==> config.mk <==
export PLATFORM = sky130hd
export DESIGN_NAME = riscv_m_unit_core
export DESIGN_NICKNAME = d
export VERILOG_FILES = /design/src/rtl/riscv_m_unit_core.sv
export SDC_FILE = /design/constraint.sdc
export NUM_CORES = 2
export LEC_CHECK = 0
export CORE_ASPECT_RATIO = 0.8
export CORE_UTILIZATION = 66
export CTS_BUF_LIST = sky130_fd_sc_hd__clkbuf_16
export DETAILED_ROUTE_END_ITERATION = 10
export PLACE_DENSITY = 0.88
export SYNTH_ARGS = -nofsm -noshare
export SYNTH_HDL_FRONTEND = slang
export SYNTH_SLANG_ARGS = --single-unit
export TNS_END_PERCENT = 50
==> constraint.sdc <==
create_clock -name clk -period 9.21 [get_ports clk]
set_input_delay 2.3025 -clock clk [delete_from_list [all_inputs] [get_ports clk]]
set_output_delay 2.3025 -clock clk [all_outputs]
set_load 0.03 [all_outputs]
==> src/rtl/riscv_m_unit_core.sv <==
// RV32M execution unit: single-cycle registered multiplier plus a 32-step
// restoring divider, returning each result with a one-cycle ready/wr pulse.
module riscv_m_unit_core (
    input  logic        clk,
    input  logic        resetn,
    input  logic        valid,
    input  logic [31:0] instruction,
    input  logic [31:0] rs1,
    input  logic [31:0] rs2,
    output logic        wr,
    output logic [31:0] rd,
    output logic        busy,
    output logic        ready
);

    typedef enum logic [1:0] {
        ST_IDLE,
        ST_MUL,
        ST_DIV,
        ST_DONE
    } state_t;

    state_t      state;
    logic [2:0]  funct3_q;
    logic [31:0] op_a;
    logic [31:0] op_b;
    logic [31:0] quotient;
    logic [31:0] remainder;
    logic [31:0] divisor;
    logic [5:0]  count;
    logic        neg_quot;
    logic        neg_rem;
    logic        pending;
    logic [31:0] special_result;

    logic [6:0]  opcode;
    logic [2:0]  funct3;
    logic [6:0]  funct7;
    logic        accept;
    logic        div_signed;
    logic        div_by_zero;
    logic        div_overflow;
    logic [31:0] special_value;
    logic [31:0] mag_a;
    logic [31:0] mag_b;
    logic        unused_bits;

    assign opcode      = instruction[6:0];
    assign funct3      = instruction[14:12];
    assign funct7      = instruction[31:25];
    assign unused_bits = ^{instruction[24:15], instruction[11:7]};

    assign accept = valid && !busy && !ready && (state == ST_IDLE) &&
                    (opcode == 7'b0110011) && (funct7 == 7'b0000001);

    // DIV and REM have funct3[0]=0; DIVU and REMU are the unsigned forms.
    assign div_signed   = !funct3[0];
    assign div_by_zero  = (rs2 == 32'h0);
    assign div_overflow = div_signed && (rs1 == 32'h8000_0000) && (rs2 == 32'hFFFF_FFFF);

    always_comb begin
        special_value = 32'h0;
        if (div_by_zero) begin
            special_value = funct3[1] ? rs1 : 32'hFFFF_FFFF;
        end else if (div_overflow) begin
            special_value = funct3[1] ? 32'h0 : 32'h8000_0000;
        end
    end

    assign mag_a = (div_signed && rs1[31]) ? (~rs1 + 32'd1) : rs1;
    assign mag_b = (div_signed && rs2[31]) ? (~rs2 + 32'd1) : rs2;

    // Multiply: 33-bit extended operands, widened to 64 bits so the low
    // 64 bits of an unsigned product equal the signed product.
    logic        sign_a;
    logic        sign_b;
    logic [63:0] wide_a;
    logic [63:0] wide_b;
    logic [63:0] product;
    logic [31:0] mul_result;

    assign sign_a     = (funct3_q == 3'b001 || funct3_q == 3'b010) && op_a[31];
    assign sign_b     = (funct3_q == 3'b001) && op_b[31];
    assign wide_a     = {{32{sign_a}}, op_a};
    assign wide_b     = {{32{sign_b}}, op_b};
    assign product    = wide_a * wide_b;
    assign mul_result = (funct3_q[1:0] == 2'b00) ? product[31:0] : product[63:32];

    // One restoring step: shift in the next dividend bit, subtract if it fits.
    logic [32:0] rem_shift;
    logic [32:0] trial;
    logic [31:0] quot_final;
    logic [31:0] rem_final;

    assign rem_shift  = {remainder, quotient[31]};
    assign trial      = rem_shift - {1'b0, divisor};
    assign quot_final = neg_quot ? (~quotient + 32'd1) : quotient;
    assign rem_final  = neg_rem ? (~remainder + 32'd1) : remainder;

    always_ff @(posedge clk) begin
        if (resetn) begin
            state          <= ST_IDLE;
            funct3_q       <= 3'b000;
            op_a           <= 32'h0;
            op_b           <= 32'h0;
            quotient       <= 32'h0;
            remainder      <= 32'h0;
            divisor        <= 32'h0;
            count          <= 6'd0;
            neg_quot       <= 1'b0;
            neg_rem        <= 1'b0;
            pending        <= 1'b0;
            special_result <= 32'h0;
            wr             <= 1'b0;
            rd             <= 32'h0;
            busy           <= 1'b0;
            ready          <= 1'b0;
        end else begin
            case (state)
                ST_IDLE: begin
                    wr    <= 1'b0;
                    ready <= 1'b0;
                    if (accept) begin
                        busy      <= 1'b1;
                        funct3_q  <= funct3;
                        op_a      <= rs1;
                        op_b      <= rs2;
                        quotient  <= mag_a;
                        remainder <= 32'h0;
                        divisor   <= mag_b;
                        count     <= 6'd0;
                        neg_quot  <= div_signed && (rs1[31] ^ rs2[31]);
                        neg_rem   <= div_signed && rs1[31];
                        if (!funct3[2]) begin
                            state <= ST_MUL;
                        end else if (div_by_zero || div_overflow) begin
                            special_result <= special_value;
                            pending        <= 1'b1;
                            state          <= ST_DONE;
                        end else begin
                            state <= ST_DIV;
                        end
                    end
                end
                ST_MUL: begin
                    rd    <= mul_result;
                    ready <= 1'b1;
                    wr    <= 1'b1;
                    busy  <= 1'b0;
                    state <= ST_DONE;
                end
                ST_DIV: begin
                    if (count == 6'd32) begin
                        rd    <= funct3_q[1] ? rem_final : quot_final;
                        ready <= 1'b1;
                        wr    <= 1'b1;
                        busy  <= 1'b0;
                        state <= ST_DONE;
                    end else begin
                        if (!trial[32]) begin
                            remainder <= trial[31:0];
                            quotient  <= {quotient[30:0], 1'b1};
                        end else begin
                            remainder <= rem_shift[31:0];
                            quotient  <= {quotient[30:0], 1'b0};
                        end
                        count <= count + 6'd1;
                    end
                end
                ST_DONE: begin
                    // Special cases arrive here with the result still to be written.
                    if (pending) begin
                        pending <= 1'b0;
                        rd      <= special_result;
                        ready   <= 1'b1;
                        wr      <= 1'b1;
                        busy    <= 1'b0;
                    end else begin
                        ready <= 1'b0;
                        wr    <= 1'b0;
                        state <= ST_IDLE;
                    end
                end
                default: state <= ST_IDLE;
            endcase
        end
    end

endmodule

* After elaboration in Yosys (flattened, before gate mapping)
Index checks and enable logic that the tools add are counted.
** Word-level totals
- Register bits after elaboration :: 240
- Bits in latches :: 0
- Bits in writable memories :: 0
- ROM bits :: 0
- Bits of input ports :: 99
- Output and inout port bits :: 35
- Logic and storage cells :: 115
- Memories :: 0
** Operators by class
- Add/subtract/negate cells :: 6
- Multipliers :: 1
- Divide/modulo/power cells :: 0
- Order comparisons :: 0
- Equality and inequality tests :: 17
- Shift operators :: 0
- Muxes and demuxes :: 41
- Bitwise operators :: 5
- Reduce and logical (&&, ||, !) cells :: 30
** Operators with widths (number)
- $mux W32 :: 17
- $add A32 B1 Y32 const B :: 4
- $not A32 Y32 :: 4
- $pmux W32 S2 :: 2
- $pmux W32 S3 :: 1
- $eq A32 B32 Y1 const B :: 2
- $mul A33 B33 Y64 :: 1
- $sub A33 B32 Y33 :: 1
- $logic_not A32 Y1 :: 1
- $logic_and A1 B1 Y1 :: 12
- $mux W6 :: 2
- $ne A2 B2 Y1 const B :: 6
- $pmux W6 S2 :: 1
- $reduce_and A3 Y1 :: 4
- $mux W1 :: 10
- $mux W2 :: 4
- $pmux W1 S4 :: 2
- $pmux W2 S4 :: 1
- $reduce_and A4 Y1 :: 2
- $eq A7 B1 Y1 const B :: 1
- $eq A7 B6 Y1 const B :: 1
- $add A6 B1 Y6 const B :: 1
- $eq A6 B6 Y1 const B :: 1
- $eq A2 B2 Y1 const B :: 2
- 12 further kinds :: 17

* Logic depth before layout (Yosys ltp)
- Depth after elaboration :: 8
- Gate-level depth with buffers :: 32
- Gate-level depth less buffers :: 29

* Worst setup path before layout
OpenSTA, ideal clock, no wires.
- Path type :: register -> register
- Start :: reg funct3_q[1]
- End :: reg rd[31]
- Setup time :: 0.133 ns
- Data arrival time :: 8.119 ns
- Data required time :: 9.077 ns
- Setup slack :: 0.959 ns
- Stages on the path, launching flop included :: 31
- Buffers on the path :: 3
- Clock period less this slack :: 8.251 ns
- Path through :: dfxtp_1 clkbuf_1 xnor2_1 nor3b_1 clkbuf_1 nand2_1 fa_1 fa_1 inv_1 fa_1 inv_1 fa_1 inv_1 fa_1 fa_1 inv_1 fa_1 fa_1 inv_1 ha_1 clkbuf_1 a21o_1 a21oi_1 nor2_1 nor2_1 a21boi_0 o21ai_0 o2111a_1 o31a_1 o21ai_0 a211oi_1
** On the way
- Cells in the longest elaborated chain, start to end :: 6
- Elaborated cells on any way between the ends :: 11
- Classes of those cells :: mul: 1; eq/ne: 2; mux: 4; reduce/logical: 4
** RTL lines
- start: declaration :: line 24 : logic [2:0] funct3_q;
- start signal: assignment :: line 125 : funct3_q <= funct3;
- $eq A3 B1 Y1 or $eq A3 B2 Y1 (tied branches) :: line 82, 83
- $logic_or A1 B1 Y1 :: line 82 : assign sign_a = (funct3_q == 3'b001 || funct3_q == 3'b010) && op_a[31];
- $logic_and A1 B1 Y1 :: line 82
- $mul A33 B33 Y64 :: line 86 : assign product = wide_a * wide_b;
- $mux W32 :: line 87 : assign mul_result = (funct3_q[1:0] == 2'b00) ? product[31:0] : product[63:32];
- $pmux W32 S3 * :: line 119 : case (state)
- end signal: assignment :: line 146 : rd <= mul_result;
- end signal: assignment :: line 154 : rd <= funct3_q[1] ? rem_final : quot_final;
- end signal: assignment :: line 174 : rd <= special_result;
- end: declaration :: line 11 : output logic [31:0] rd,
Mark *: on every way between the ends. The rest lies on a longest branch, timed or not. The select of a mux whose other input is x is not followed.
A chain may end at the register's enable or synchronous reset.

* Final worst setup path
- Start :: reg funct3_q[0]
- End :: reg rd[20]
** On the way
- Cells in the longest elaborated chain, start to end :: 6
- Elaborated cells on any way between the ends :: 9
- Classes of those cells :: mul: 1; eq/ne: 2; mux: 2; reduce/logical: 4
** RTL lines (line)
- $eq A3 B1 Y1 or $eq A3 B2 Y1 (tied branches) :: 82, 83
- $logic_or A1 B1 Y1 :: 82
- $logic_and A1 B1 Y1 :: 82
- $mul A33 B33 Y64 :: 86
- $mux W32 * :: 87
- $pmux W32 S3 * :: 119
Mark *: on every way between the ends. The rest lies on a longest branch, timed or not.

==> metrics.md <==
| Metric | Value |
|---|---|
| Finished Layout Cells | `7,118` |
| Synth Area per Inst | `8.50 um^2` |
| Core box area | `77,800 um^2` |
| Max Cap Violations | `1` |
| Final Setup Violations | `0` |
| Failing checks | `max-capacitance violations` |
| Sequential fraction of the synthesis area | `9.14%` |
| Placed cells | `7,069` |
| Slew Viols, Final | `0` |
| Predominant post-synthesis flop cell | `dfxtp_1` |
| Crit Path Max Fanout | `31` |
| Port bufs | `118` |
| First-pass GRT wire length | `249,000 um` |
| Final Hold Viols | `0` |
| Commonest non-fill, non-tap cells in the layout | `inv_1, fa_1, nand2_1` |
| Worst r2r src | `funct3_q[0]` |
| Die Y | `254 um` |
| Power Dens Cells | `58.4 nW/um^2` |
| Hold path depth | `2` |
| Fmax achieved | `0.112 GHz` |
| Worst-path clk slew | `0.07 ns` |
| DRC viols | `0` |
| Crit Path Category | `register to register` |
| Mapped Cells | `6,162` |
| R2R setup slack | `0.31 ns` |
| Cell Rows | `91` |
| Minimum clock period | `8.90 ns` |
| Combinational Power Share | `32.3%` |
| Global route overflow | `0` |
| Leakage power | `25.1 nW` |
| CTS Buffer Depth | `3` |
| H-tree depth | `1` |
| Post-route clock skew | `0.0198 ns` |
| Hold wc startpoint | `special_result[9]` |
| TritonCTS clock tree | `built` |
| Drt first pass iters | `7` |
| # nets final | `7,559` |
| Unrepaired setup endpoints after global routing | `no` |
| Unique masters post-synth | `77` |
| Pre-CTS setup slack | `0.226 ns` |
| Endpoint, Worst Hold | `special_result[9]` |
| Die Wd | `317 um` |
| Final Util | `71.3%` |
| Sequential share of power | `37.5%` |
| I/O pin total | `134` |
| Final TNS setup | `0 ns` |
| Worst R2R Path Depth | `27` |
| Worst Path Required | `9.61 ns` |
| Vias in the first global route | `45,600` |
| Crit Reg-Reg Endpoint | `rd[20]` |
| Net Switching | `1.24 mW` |
| Worst setup SP type | `register` |
| Global-route total usage across every layer | `40.4%` |
| Clock power share | `30.3%` |
| Ys async rst share | `0%` |
| VDD IR-drop max | `0.166 mV` |
| P_int | `2.00 mW` |
| Slew @ Worst Pin | `1.47 ns` |
| Via-to-Cell Ratio | `6.15` |
| Sw frac | `38.3%` |
| Final period utilization | `96.6%` |
| Total CTS buffers | `25` |
| Largest net degree at the start of global routing | `85` |
| Relative slew slack | `0.972%` |
| Layout area overhead | `5.83%` |
| Syn. warnings | `0` |
| Antenna Nets Post-Route | `0` |
| Clk_lat worst skew | `0.55 ns` |
| Starting Density | `67.3%` |
| Routability cong. | `1.04` |
| Hold Crit Class | `register to register` |
| Share of cells above drive strength 1 | `3.94%` |
| DR WL/cell | `22.1 um` |
| Clock sink total | `239` |
| Setup crit end kind | `register` |
| Drt first-iter violations | `4,906` |
| Outcome | `finished, violations left` |
| DRT Wirelength | `157,000 um` |
| DR vias | `43,800` |
| Most common cell after layout, fill and taps aside | `inv_1` |
| Die footprint | `80,500 um^2` |
| Initial antenna violation count | `7` |
| Yosys reg bits | `239` |
| Post-synth EDFFs | `0` |
| CTS root buf | `clkbuf_16` |
| Worst setup margin | `0.315 ns` |
| Synth Net Count | `7,642` |
| Hold buffer count at cts | `0` |
| Dpl hpwl | `127,000 um` |
| Mapped cell area | `52,400 um^2` |
| WP data arrival | `9.29 ns` |
==> metal layers <==
| metal | global-route usage, % | part of all wire, % |
|---|---|---|
| met1 | 53.0 | 37 |
| met5 | 0 | 0.015 |
| met2 | 62.1 | 44 |
| met4 | 22.7 | 7.0 |
| met3 | 9.15 | 12 |
==> cell families (layout without fill, tap and decap cells) <==
kind of cell    after synthesis  count (layout)  share of synthesized area, %
compound gates              782             782                          9.40
xor+xnor                    211             211                          3.53
fa+ha+maj                  1381            1381                          49.1
buf+inv                    1607            1538                          11.5
flops                       239             239                          9.14
mux                          39              39                         0.748
other cells                   0               2                             0
simple gates               1903            1903                          16.5
==> timing repair <==
item / CTS / global route
setup endpoints to repair: 0 / 10
resized for setup: 0 / 7
setup buffers: 0 / 6
==> final cells by class <==
class	instances	area, um^2
multi-input cells	4316	41600
fillers	5674	22400
flip-flops and latches	239	4790
inverters	1231	4630
repair buffers	266	2370
well taps	1023	1280
clock buffers	25	626
clock inverters	16	108
diodes	2	5.00
==> how the worst max path moves through the flow <==
| stage | startpoint | to | slack [ns] | depth (start not counted) |
|---|---|---|---|---|
| CTS | funct3_q[0] | rd[20] | 0.18 | 27 |
| finish | funct3_q[0] | rd[20] | 0.31 | 27 |
| detailed placement | funct3_q[0] | rd[31] | 0.23 | 30 |
| global route | funct3_q[0] | rd[31] | 0.03 | 29 |
| global placement | funct3_q[0] | rd[20] | 0.47 | 27 |
| floorplan | funct3_q[1] | rd[31] | 0.96 | 30 |
==> power by group through the flow <==
stage	logic [mW]	registers [mW]	clock network, mW
2_1_floorplan	0.474	1.31	0
3_3_place_gp	0.989	1.22	0
3_5_place_dp	1.01	1.22	0
4_1_cts	1.01	1.20	0.973
5_1_grt	1.09	1.21	1.02
6_report	1.04	1.21	0.979
==> worst max-delay path, cell delays in order, from the launching register on <==
cell and delay (ns):
dfxtp_1 0.54, xnor2_1 0.17, nor3b_2 0.19, buf_6 0.29, nand2_1 0.15, inv_1 0.20, fa_1 0.42, inv_1 0.25
fa_1 0.47, inv_1 0.10, fa_1 0.46, fa_1 0.55, inv_1 0.05, fa_1 0.48, fa_1 0.58, fa_1 0.44
fa_1 0.52, inv_1 0.05, ha_1 0.44, nand2_1 0.16, or4_1 0.55, a211oi_1 0.22, buf_4 0.19, o2111ai_1 0.23
and2_1 0.26, xnor2_1 0.17, a211oi_1 0.46, nor3_1 0.10
==> cell usage after synthesis (all sizes together), types with 9 or more instances <==
cell / instances / area, um^2
nand2: 1100 / 4130
dfxtp: 239 / 4780
o21ai: 163 / 816
fa: 1126 / 22500
a22oi: 32 / 240
or4: 18 / 146
xor2: 101 / 885
nor3: 60 / 300
nand4: 38 / 238
nand3: 34 / 170
and3: 18 / 113
o21bai: 19 / 143
a221oi: 21 / 184
mux2i: 38 / 380
nor4: 19 / 125
a21oi: 283 / 1420
ha: 255 / 3190
buf: 9 / 41.3
nor2b: 11 / 68.8
a31oi: 12 / 75.1
nor3b: 9 / 67.6
o211ai: 13 / 97.6
or3: 30 / 203
inv: 1231 / 4620
a21o: 50 / 375
or2: 19 / 121
o21a: 13 / 97.6
clkbuf: 367 / 1380
nand2b: 12 / 75.1
and2: 322 / 2010
nor2: 200 / 753
o41ai: 22 / 193
o31ai: 35 / 287
xnor2: 110 / 963
a211oi: 50 / 375
==> sequential cells by signal (all words and copies together), names as in the netlist <==
| signal | flops |
|---|---|
| op_a | 32 |
| op_b | 32 |
| quotient | 32 |
| rd | 32 |
| remainder | 32 |
| special_result | 32 |
| divisor | 31 |
| count | 6 |
| funct3_q | 3 |
| state | 2 |
| busy | 1 |
| neg_quot | 1 |
| neg_rem | 1 |
| pending | 1 |
| ready | 1 |
==> metrics by stage <==
step	power, mW	hold WS, ns	cell area, um^2
final	3.24	0.454	55400
after global routing	3.33	0.472	55400
after CTS	3.19	0.453	55300
after detailed placement	2.23	0.444	54600
after global placement	2.21	0.438	54600
after floorplan	1.78	0.430	52400
Power figures use the tool's default switching activity.
